[config.mk]
export PLATFORM = sky130hd
export DESIGN_NAME = id_ex_pipe_reg_flat
export DESIGN_NICKNAME = d
export VERILOG_FILES = /design/src/rtl/mips_pipe_pkg.sv /design/src/rtl/id_ex_pipe_reg_if.sv /design/src/rtl/load_use_hazard.sv /design/src/rtl/id_ex_pipe_reg.sv /design/src/flat_wrapper.sv
export SDC_FILE = /design/constraint.sdc
export NUM_CORES = 1
export LEC_CHECK = 0
export BUFFER_PORTS_ARGS = -buffer_cell sky130_fd_sc_hd__buf_2
export CAP_MARGIN = 20
export CORE_AREA = 3 3 144 146
export DETAILED_ROUTE_END_ITERATION = 16
export DIE_AREA = 0 0 147 149
export GPL_ROUTABILITY_DRIVEN = 0
export GPL_TIMING_DRIVEN = 0
export PLACE_DENSITY_LB_ADDON = 0.25
export SYNTH_ARGS = -nofsm -noshare
export SYNTH_HDL_FRONTEND = slang
export SYNTH_HIERARCHICAL = 1
export SYNTH_SLANG_ARGS = --single-unit
export TNS_END_PERCENT = 1
[constraint.sdc]
create_clock -name clk -period 3.5 [get_ports clk]
set_input_delay 0.175 -clock clk [delete_from_list [all_inputs] [get_ports clk]]
set_output_delay 0.175 -clock clk [all_outputs]
set_load 0.02 [all_outputs]
[src/rtl/mips_pipe_pkg.sv]
// Shared definitions for the MIPS pipeline: control-word layout and hazard FSM states.
// Latency: n/a (declarations only).
// Backpressure: n/a.
package mips_pipe_pkg;

  // Control word layout {WB[8:7], M[6:4], EX[3:0]}
  localparam int CTRL_W        = 9;
  localparam int CTRL_MEMREAD  = 5;
  localparam int CTRL_MEMWRITE = 4;
  localparam int CTRL_BRANCH   = 6;
  localparam int CTRL_REGWRITE = 7;
  localparam logic [CTRL_W-1:0] CTRL_BUBBLE = 9'h000;

  typedef enum logic [0:0] {
    HZ_RUN   = 1'b0,
    HZ_STALL = 1'b1
  } hz_state_t;

endpackage

[src/rtl/id_ex_pipe_reg_if.sv]
// Stage bus carrying one decoded instruction (ID outputs or EX register contents).
// Latency: n/a (wires only).
// Backpressure: none; the consumer always accepts.
// Signals: valid, ctrl[8:0], pc4, rs_data, rt_data, imm (DATA_W), rs/rt/rd (5).
// Modports: master drives the bundle, slave receives it.
interface id_ex_pipe_reg_if
  import mips_pipe_pkg::*;
#(
  parameter int DATA_W = 32
);
  logic              valid;
  logic [CTRL_W-1:0] ctrl;
  logic [DATA_W-1:0] pc4;
  logic [DATA_W-1:0] rs_data;
  logic [DATA_W-1:0] rt_data;
  logic [DATA_W-1:0] imm;
  logic [4:0]        rs;
  logic [4:0]        rt;
  logic [4:0]        rd;

  modport master (output valid, ctrl, pc4, rs_data, rt_data, imm, rs, rt, rd);
  modport slave  (input  valid, ctrl, pc4, rs_data, rt_data, imm, rs, rt, rd);
endinterface

[src/rtl/load_use_hazard.sv]
// Load-use hazard detector and stall sequencer: decides when ID/EX takes a bubble and PC/IF-ID hold.
// Latency: outputs are combinational from current FSM state, EX contents and ID specifiers.
// Backpressure: drives pc_write/ifid_write low to hold upstream; flush overrides any stall.
// Ports: clk, rst_n (sync, active-low); id_valid, id_rs, id_rt; ex_valid, ex_memread, ex_rt; flush;
//        outputs bubble, pc_write, ifid_write.
module load_use_hazard
  import mips_pipe_pkg::*;
#(
  parameter int STALL_CYCLES = 1
) (
  input  logic       clk,
  input  logic       rst_n,
  input  logic       id_valid,
  input  logic [4:0] id_rs,
  input  logic [4:0] id_rt,
  input  logic       ex_valid,
  input  logic       ex_memread,
  input  logic [4:0] ex_rt,
  input  logic       flush,
  output logic       bubble,
  output logic       pc_write,
  output logic       ifid_write
);

  localparam int CNT_W = 3;
  localparam logic [0:0] ST_RUN   = HZ_RUN;
  localparam logic [0:0] ST_STALL = HZ_STALL;

  logic [0:0]       state_q, state_d;
  logic [CNT_W-1:0] cnt_q, cnt_d;
  logic             hazard;
  logic             hold;

  // Writes to $0 never create a dependency.
  assign hazard = id_valid & ex_valid & ex_memread & (ex_rt != 5'd0) &
                  ((ex_rt == id_rs) | (ex_rt == id_rt));

  always_comb begin
    state_d = state_q;
    cnt_d   = cnt_q;
    bubble  = 1'b0;
    hold    = 1'b0;
    if (flush) begin
      // The held IF/ID instruction is squashed upstream, so any pending stall is moot.
      bubble  = 1'b1;
      state_d = ST_RUN;
      cnt_d   = '0;
    end else if (state_q == ST_STALL) begin
      // No hazard re-check here: the first bubble already cleared EX memread.
      bubble = 1'b1;
      hold   = 1'b1;
      cnt_d  = cnt_q - 1'b1;
      if (cnt_q == CNT_W'(1)) begin
        state_d = ST_RUN;
      end
    end else if (hazard) begin
      bubble = 1'b1;
      hold   = 1'b1;
      if (STALL_CYCLES > 1) begin
        state_d = ST_STALL;
        cnt_d   = CNT_W'(STALL_CYCLES - 1);
      end
    end
  end

  assign pc_write   = ~hold;
  assign ifid_write = ~hold;

  always_ff @(posedge clk) begin
    if (!rst_n) begin
      state_q <= ST_RUN;
      cnt_q   <= '0;
    end else begin
      state_q <= state_d;
      cnt_q   <= cnt_d;
    end
  end

endmodule

[src/rtl/id_ex_pipe_reg.sv]
// ID/EX pipeline register with load-use bubble insertion, branch flush and optional hazard counters.
// Latency: 1 cycle ID->EX; pc_write/ifid_write are combinational.
// Backpressure: none from downstream; stalls upstream via pc_write/ifid_write on load-use.
// Ports: clk, rst_n (sync, active-low); id_bus (slave), ex_bus (master); flush;
//        pc_write, ifid_write, stall_cnt, flush_cnt.
// Build option: define HAZARD_PERF_EN to enable stall_cnt/flush_cnt; otherwise both read 0.
module id_ex_pipe_reg
  import mips_pipe_pkg::*;
#(
  parameter int DATA_W       = 32,
  parameter int STALL_CYCLES = 1
) (
  input  logic               clk,
  input  logic               rst_n,
  id_ex_pipe_reg_if.slave    id_bus,
  id_ex_pipe_reg_if.master   ex_bus,
  input  logic               flush,
  output logic               pc_write,
  output logic               ifid_write,
  output logic [31:0]        stall_cnt,
  output logic [31:0]        flush_cnt
);

  logic              ex_valid_q,   ex_valid_d;
  logic [CTRL_W-1:0] ex_ctrl_q,    ex_ctrl_d;
  logic [DATA_W-1:0] ex_pc4_q,     ex_pc4_d;
  logic [DATA_W-1:0] ex_rs_data_q, ex_rs_data_d;
  logic [DATA_W-1:0] ex_rt_data_q, ex_rt_data_d;
  logic [DATA_W-1:0] ex_imm_q,     ex_imm_d;
  logic [4:0]        ex_rs_q,      ex_rs_d;
  logic [4:0]        ex_rt_q,      ex_rt_d;
  logic [4:0]        ex_rd_q,      ex_rd_d;
  logic              bubble;

  load_use_hazard #(
    .STALL_CYCLES (STALL_CYCLES)
  ) u_hazard (
    .clk        (clk),
    .rst_n      (rst_n),
    .id_valid   (id_bus.valid),
    .id_rs      (id_bus.rs),
    .id_rt      (id_bus.rt),
    .ex_valid   (ex_valid_q),
    .ex_memread (ex_ctrl_q[CTRL_MEMREAD]),
    .ex_rt      (ex_rt_q),
    .flush      (flush),
    .bubble     (bubble),
    .pc_write   (pc_write),
    .ifid_write (ifid_write)
  );

  always_comb begin
    ex_pc4_d     = ex_pc4_q;
    ex_rs_data_d = ex_rs_data_q;
    ex_rt_data_d = ex_rt_data_q;
    ex_imm_d     = ex_imm_q;
    ex_rs_d      = ex_rs_q;
    ex_rt_d      = ex_rt_q;
    ex_rd_d      = ex_rd_q;
    ex_valid_d   = 1'b0;
    ex_ctrl_d    = CTRL_BUBBLE;
    if (!bubble) begin
      ex_valid_d   = id_bus.valid;
      // An invalid ID slot must not leak side effects, whatever decode produced.
      ex_ctrl_d    = id_bus.valid ? id_bus.ctrl : CTRL_BUBBLE;
      ex_pc4_d     = id_bus.pc4;
      ex_rs_data_d = id_bus.rs_data;
      ex_rt_data_d = id_bus.rt_data;
      ex_imm_d     = id_bus.imm;
      ex_rs_d      = id_bus.rs;
      ex_rt_d      = id_bus.rt;
      ex_rd_d      = id_bus.rd;
    end
  end

  always_ff @(posedge clk) begin
    if (!rst_n) begin
      ex_valid_q   <= 1'b0;
      ex_ctrl_q    <= CTRL_BUBBLE;
      ex_pc4_q     <= '0;
      ex_rs_data_q <= '0;
      ex_rt_data_q <= '0;
      ex_imm_q     <= '0;
      ex_rs_q      <= '0;
      ex_rt_q      <= '0;
      ex_rd_q      <= '0;
    end else begin
      ex_valid_q   <= ex_valid_d;
      ex_ctrl_q    <= ex_ctrl_d;
      ex_pc4_q     <= ex_pc4_d;
      ex_rs_data_q <= ex_rs_data_d;
      ex_rt_data_q <= ex_rt_data_d;
      ex_imm_q     <= ex_imm_d;
      ex_rs_q      <= ex_rs_d;
      ex_rt_q      <= ex_rt_d;
      ex_rd_q      <= ex_rd_d;
    end
  end

  assign ex_bus.valid   = ex_valid_q;
  assign ex_bus.ctrl    = ex_ctrl_q;
  assign ex_bus.pc4     = ex_pc4_q;
  assign ex_bus.rs_data = ex_rs_data_q;
  assign ex_bus.rt_data = ex_rt_data_q;
  assign ex_bus.imm     = ex_imm_q;
  assign ex_bus.rs      = ex_rs_q;
  assign ex_bus.rt      = ex_rt_q;
  assign ex_bus.rd      = ex_rd_q;

`ifdef HAZARD_PERF_EN
  logic [31:0] stall_cnt_q, stall_cnt_d;
  logic [31:0] flush_cnt_q, flush_cnt_d;

  always_comb begin
    stall_cnt_d = stall_cnt_q + {31'd0, ~pc_write};
    flush_cnt_d = flush_cnt_q + {31'd0, flush & id_bus.valid};
  end

  always_ff @(posedge clk) begin
    if (!rst_n) begin
      stall_cnt_q <= '0;
      flush_cnt_q <= '0;
    end else begin
      stall_cnt_q <= stall_cnt_d;
      flush_cnt_q <= flush_cnt_d;
    end
  end

  assign stall_cnt = stall_cnt_q;
  assign flush_cnt = flush_cnt_q;
`else
  assign stall_cnt = 32'd0;
  assign flush_cnt = 32'd0;
`endif

endmodule

[src/flat_wrapper.sv]
// flat-port wrapper written by rule: the top's interface ports become plain ports
module id_ex_pipe_reg_flat import mips_pipe_pkg::*;
#(
  parameter int DATA_W       = 32,
  parameter int STALL_CYCLES = 1
)
  (clk, rst_n, flush, pc_write, ifid_write, stall_cnt, flush_cnt, id_bus_valid, id_bus_ctrl, id_bus_pc4, id_bus_rs_data, id_bus_rt_data, id_bus_imm, id_bus_rs, id_bus_rt, id_bus_rd, ex_bus_valid, ex_bus_ctrl, ex_bus_pc4, ex_bus_rs_data, ex_bus_rt_data, ex_bus_imm, ex_bus_rs, ex_bus_rt, ex_bus_rd);
  id_ex_pipe_reg_if #(.DATA_W(DATA_W)) id_bus_i ();
  id_ex_pipe_reg_if #(.DATA_W(DATA_W)) ex_bus_i ();
  input  logic clk;
  input  logic rst_n;
  input  logic flush;
  output logic pc_write;
  output logic ifid_write;
  output logic [31:0] stall_cnt;
  output logic [31:0] flush_cnt;
  input wire logic [$bits(id_bus_i.valid)-1:0] id_bus_valid;
  input wire logic [$bits(id_bus_i.ctrl)-1:0] id_bus_ctrl;
  input wire logic [$bits(id_bus_i.pc4)-1:0] id_bus_pc4;
  input wire logic [$bits(id_bus_i.rs_data)-1:0] id_bus_rs_data;
  input wire logic [$bits(id_bus_i.rt_data)-1:0] id_bus_rt_data;
  input wire logic [$bits(id_bus_i.imm)-1:0] id_bus_imm;
  input wire logic [$bits(id_bus_i.rs)-1:0] id_bus_rs;
  input wire logic [$bits(id_bus_i.rt)-1:0] id_bus_rt;
  input wire logic [$bits(id_bus_i.rd)-1:0] id_bus_rd;
  output wire logic [$bits(ex_bus_i.valid)-1:0] ex_bus_valid;
  output wire logic [$bits(ex_bus_i.ctrl)-1:0] ex_bus_ctrl;
  output wire logic [$bits(ex_bus_i.pc4)-1:0] ex_bus_pc4;
  output wire logic [$bits(ex_bus_i.rs_data)-1:0] ex_bus_rs_data;
  output wire logic [$bits(ex_bus_i.rt_data)-1:0] ex_bus_rt_data;
  output wire logic [$bits(ex_bus_i.imm)-1:0] ex_bus_imm;
  output wire logic [$bits(ex_bus_i.rs)-1:0] ex_bus_rs;
  output wire logic [$bits(ex_bus_i.rt)-1:0] ex_bus_rt;
  output wire logic [$bits(ex_bus_i.rd)-1:0] ex_bus_rd;
  assign id_bus_i.valid = id_bus_valid;
  assign id_bus_i.ctrl = id_bus_ctrl;
  assign id_bus_i.pc4 = id_bus_pc4;
  assign id_bus_i.rs_data = id_bus_rs_data;
  assign id_bus_i.rt_data = id_bus_rt_data;
  assign id_bus_i.imm = id_bus_imm;
  assign id_bus_i.rs = id_bus_rs;
  assign id_bus_i.rt = id_bus_rt;
  assign id_bus_i.rd = id_bus_rd;
  assign ex_bus_valid = ex_bus_i.valid;
  assign ex_bus_ctrl = ex_bus_i.ctrl;
  assign ex_bus_pc4 = ex_bus_i.pc4;
  assign ex_bus_rs_data = ex_bus_i.rs_data;
  assign ex_bus_rt_data = ex_bus_i.rt_data;
  assign ex_bus_imm = ex_bus_i.imm;
  assign ex_bus_rs = ex_bus_i.rs;
  assign ex_bus_rt = ex_bus_i.rt;
  assign ex_bus_rd = ex_bus_i.rd;
  id_ex_pipe_reg #(.DATA_W(DATA_W), .STALL_CYCLES(STALL_CYCLES)) u_core (.clk(clk), .rst_n(rst_n), .id_bus(id_bus_i), .ex_bus(ex_bus_i), .flush(flush), .pc_write(pc_write), .ifid_write(ifid_write), .stall_cnt(stall_cnt), .flush_cnt(flush_cnt));
endmodule
Word level (Yosys, flattened, before mapping)
Index checks and enable logic that the tools add are counted.
{"block": "totals", "ff_bits": 157, "input_bits": 156, "elab_cells": 34}
{"block": "classes", "add_sub_neg": 1, "n_eq_ne": 3, "muxes": 5, "bitwise": 9, "n_reduce_logical": 5}
{"op": "5-bit equality test", "n": 2}
{"op": "3-bit OR reduction", "n": 2}
{"op": "1-bit 2-to-1 mux", "n": 5}
{"op": "5-bit nonzero test", "n": 1}
{"op": "1-bit AND", "n": 4}
{"op": "1-bit NOT", "n": 4}
{"op": "2-bit OR reduction", "n": 2}
{"op": "3-bit by 1-bit equality test with 1-bit output (second input constant)", "n": 1}
{"op": "3-bit by 1-bit subtractor with 3-bit output (second input constant)", "n": 1}
{"op": "1-bit OR", "n": 1}

Depth between registers and ports, before layout
{"block": "depth", "depth_word": 8, "ltp_mapped": 9, "mapped_depth_nobuf": 6}

Modules after synthesis
The synthesis kept the hierarchy.
{"module": "id_ex_pipe_reg", "instances": 1, "cells_per_inst": 547, "area_per_inst_um2": 6221.0}
{"module": "load_use_hazard", "instances": 1, "cells_per_inst": 43, "area_per_inst_um2": 331.6}

Least setup slack after synthesis
No wires, ideal clock.
{"block": "synth_path", "path_type": "register -> register", "startpoint": "register u_core.ex_rt_q[4] (netlist: u_core/ex_bus.rt[4])", "endpoint": "register u_core.ex_pc4_q[0] (netlist: u_core/ex_bus.pc4[0])", "setup_time_ps": 116, "t_arrival_ps": 1748, "t_required_ps": 3384, "slack_ps": 1636, "path_stages_with_launch": 10, "path_buffers": 3, "synth_period_minus_slack_ps": 1864, "path_cell_list": "dfxtp_1 > xnor2_1 > nand3_1 > o22ai_1 > a211o_1 > buf_4 > buf_8 > buf_12 > mux2i_1 > nor2b_1"}
{"block": "synth_via", "elab_chain_len": 6}
{"item": "from (decl)", "line_no": "id_ex_pipe_reg.sv:31", "source": "logic [4:0] ex_rt_q, ex_rt_d;"}
{"item": "from (signal assigned)", "line_no": "id_ex_pipe_reg.sv:95", "source": "ex_rt_q <= ex_rt_d;"}
{"item": "5-bit equality test or 5-bit nonzero test (tied branches)", "line_no": "load_use_hazard.sv:36, load_use_hazard.sv:35"}
{"item": "1-bit OR or 1-bit AND (tied branches)", "line_no": "load_use_hazard.sv:36, load_use_hazard.sv:35"}
{"item": "1-bit AND *", "line_no": "load_use_hazard.sv:35", "source": "assign hazard = id_valid & ex_valid & ex_memread & (ex_rt != 5'd0) &"}
{"item": "1-bit 2-to-1 mux *", "line_no": "load_use_hazard.sv:56", "source": "end else if (hazard) begin"}
{"item": "1-bit 2-to-1 mux *", "line_no": "load_use_hazard.sv:48", "source": "end else if (state_q == ST_STALL) begin"}
{"item": "1-bit 2-to-1 mux *", "line_no": "load_use_hazard.sv:43", "source": "if (flush) begin"}
{"item": "net u_core.bubble", "line_no": "id_ex_pipe_reg.sv:33", "source": "logic bubble;"}
{"item": "to (signal assigned)", "line_no": "id_ex_pipe_reg.sv:90", "source": "ex_pc4_q <= ex_pc4_d;"}
{"item": "to (decl)", "line_no": "id_ex_pipe_reg.sv:26", "source": "logic [DATA_W-1:0] ex_pc4_q, ex_pc4_d;"}
The timed path passes the listed nets; every way through them passes the cells marked *.
A chain may end at the register's enable or synchronous reset.

Final worst setup path
{"block": "layout_path", "startpoint": "register u_core.ex_rt_q[4] (netlist: u_core/ex_bus.rt[4])", "endpoint": "register u_core.ex_pc4_q[27] (netlist: u_core/ex_bus.pc4[27])"}
The elaborated chain is that of the path after synthesis.

==> results.json <==
{
  "status": "finished, final reports clean",
  "cts_buffers": 17,
  "grt_max_degree": 17,
  "die_x_um": 147,
  "drc": 0,
  "yosys-top-cells-area": "dfxtp_1 (48%), mux2i_1 (22%), nor2b_1 (14%), buf_4 (8.4%), buf_12 (2.1%)",
  "syn_area_per_cell_um2": 11.11,
  "clock-sinks": 157,
  "fmax_ghz": 0.4614,
  "ys.flop_type": "dfxtp_1",
  "post-cts-setup-buffers": 0,
  "grt_usage_pct": 16.37,
  "power_leakage_uw": 0.005238,
  "critical_path_class": "reg -> reg",
  "grt_pass1_vias": 5351,
  "async_flop_share_pct": 0,
  "core_area_um2": 19530,
  "worst-path-max-fanout": 10,
  "route.detailed.wl_per_inst_um": 13.70,
  "rsz0062_at_grt": "false",
  "ir_drop_v": 0.0003065,
  "synth-seq-cells": 157,
  "vias": 5398,
  "setup_viol": 0,
  "clock_latency_ns": 0.42,
  "dieHeight_um": 149,
  "synth_edf_count": 0,
  "synth.distinct_cells": 25,
  "dpl.hpwl_um": 13720,
  "period_minus_slack_ns": 2.167,
  "fin_total_pwr_uw": 4496,
  "final_cell_mix": "buf_2 (313), dfxtp_1 (157), nor2b_1 (144)",
  "utilization_pct": 52.05,
  "tritoncts": "done",
  "crit_path_end_kind": "register",
  "final_max_slew_viol_count": 0,
  "htreeDepth": 4,
  "finClkSkew_ns": 0.009792,
  "die-area_um2": 21900,
  "port_buffers": 310,
  "initial_core_util_pct": 33.56,
  "p_per_area_nw_per_um2": 442.4,
  "tns_ns": 0,
  "ctsResizeCount": 0,
  "r2r_setup_slack_ns": 1.33,
  "syn_to_final_growth_pct": 55.11,
  "critPathRequiredTime_ns": 3.80,
  "cts_buffer_depth": 2,
  "viasPerCell": 3.987,
  "cts_root_buffer": "clkbuf_16",
  "antenna_found_initial": 3,
  "grt_pass1_wl_um": 28370,
  "cap_violations": 0,
  "postRouteAntennaNets": 0,
  "routed_wl_um": 18550,
  "pin_count": 375,
  "hold_viol": 0,
  "path_clk_slew_ns": 0.06,
  "finalCritPeriodShare_pct": 61.92,
  "fp-row-count": 51,
  "cp.arrival_ns": 2.47,
  "syn_area_um2": 6553,
  "ys.warnings.count": 6,
  "synth_cells": 590,
  "dr.pass1.iters": 4,
  "yosysTopAreaCell": "dfxtp_1",
  "drt_first_iter_violations": 104,
  "yosysTopAreaCellShare_pct": 47.97,
  "nets": 1234,
  "antenna_cells": 0,
  "ys_seq_area_share_pct": 47.97,
  "final_common_cell": "buf_2",
  "startpoint_type": "register",
  "grt-ovfl-total": 0,
  "drive_gt1_share_pct": 39.03,
  "hp-class": "in -> reg"
}
-- per-layer routing --
metal	vias to the layer above	GRT usage [%]	routed length, um
met2	232	27.33	8916
met3	23	7.050	1891
met5	-	0	34
met4	6	6.058	250
li1	2770	-	-
met1	2367	18.72	7455
-- area by class of cell --
class	instances	area [um2]
fill	1782	9363
sequential	157	3143
multi-input combinational	394	2860
timing repair buffer	404	2492
buffer	98	770.7
clock buffer	19	442.9
tap	265	331.6
clock inverter	13	107.6
inverter	4	15.01
-- kinds of logic after synthesis --
family                   count (synthesis)  synth area share, %
AO/OA/AOI/OAI                            6               0.5920
XOR/XNOR                                12                1.604
adder cells (fa/ha/maj)                  2               0.3818
buffers and inverters                  102                11.99
flip-flops                             157                47.97
multiplexers                           143                21.84
other                                    1              0.05723
AND/OR/NAND/NOR                        167                15.56
-- power by group --
| part | switching, uW | internal [uW] |
|---|---|---|
| logic | 425 | 403 |
| registers | 52.0 | 1890 |
| clock network | 787 | 941 |
| total | 1260 | 3230 |
-- flip-flops by register name, indices dropped and copies added, names as in the netlist --
register,flops
u_core/ex_bus.ctrl,9
u_core/ex_bus.imm,32
u_core/ex_bus.pc4,32
u_core/ex_bus.rd,5
u_core/ex_bus.rs,5
u_core/ex_bus.rs_data,32
u_core/ex_bus.rt,5
u_core/ex_bus.rt_data,32
u_core/ex_bus.valid,1
u_core/u_hazard/cnt_q,3
u_core/u_hazard/state_q,1
-- critical path, cell delays in order, from the launching register on --
cell and delay (ns):
dfxtp_1 0.47, xnor2_1 0.16, nand3_1 0.11, o22ai_1 0.28
a211o_1 0.17, buf_4 0.18, buf_8 0.22, buf_12 0.17
mux2i_1 0.22, nor2b_1 0.07
-- stage by stage --
stage / worst slack, ns / cells / instance area, um2 / hold slack, ns
floorplan: 1.636 / 653 / 6789 / 0.2967
global placement: 1.374 / 1228 / 8672 / 0.3746
detailed placement: 1.335 / 1228 / 8672 / 0.3776
CTS: 1.322 / 1354 / 10160 / 0.00009071
global route: 1.187 / 1354 / 10160 / 0.002519
finish: 1.333 / 1354 / 10160 / 0.02207
-- cells in the mapped netlist (2+ instances only) --
cell type	instances
and2_1	9
nor2b_1	144
clkbuf_1	14
mux2i_1	143
nand2_1	4
ha_1	2
nor2_1	5
buf_2	3
xnor2_1	11
inv_1	4
buf_4	73
dfxtp_1	157
nand3_1	3
buf_12	7
-- what timing repair did --
item	CTS	global route
hold buffers	94	0
setup endpoints to repair	0	0
endpoints found under the hold margin	94	0
-- worst paths after layout --
kind,from,endpoint,cells after the start
hold reg to reg,u_core/u_hazard/cnt_q[1],u_core/u_hazard/cnt_q[1],2
setup / recovery,u_core/ex_bus.rt[4],u_core/ex_bus.pc4[27],9
setup reg to reg,u_core/ex_bus.rt[4],u_core/ex_bus.pc4[27],9
hold / removal,id_bus_rt_data[17],u_core/ex_bus.rt_data[17],3
No activity file was read; power rests on OpenSTA's default activity.
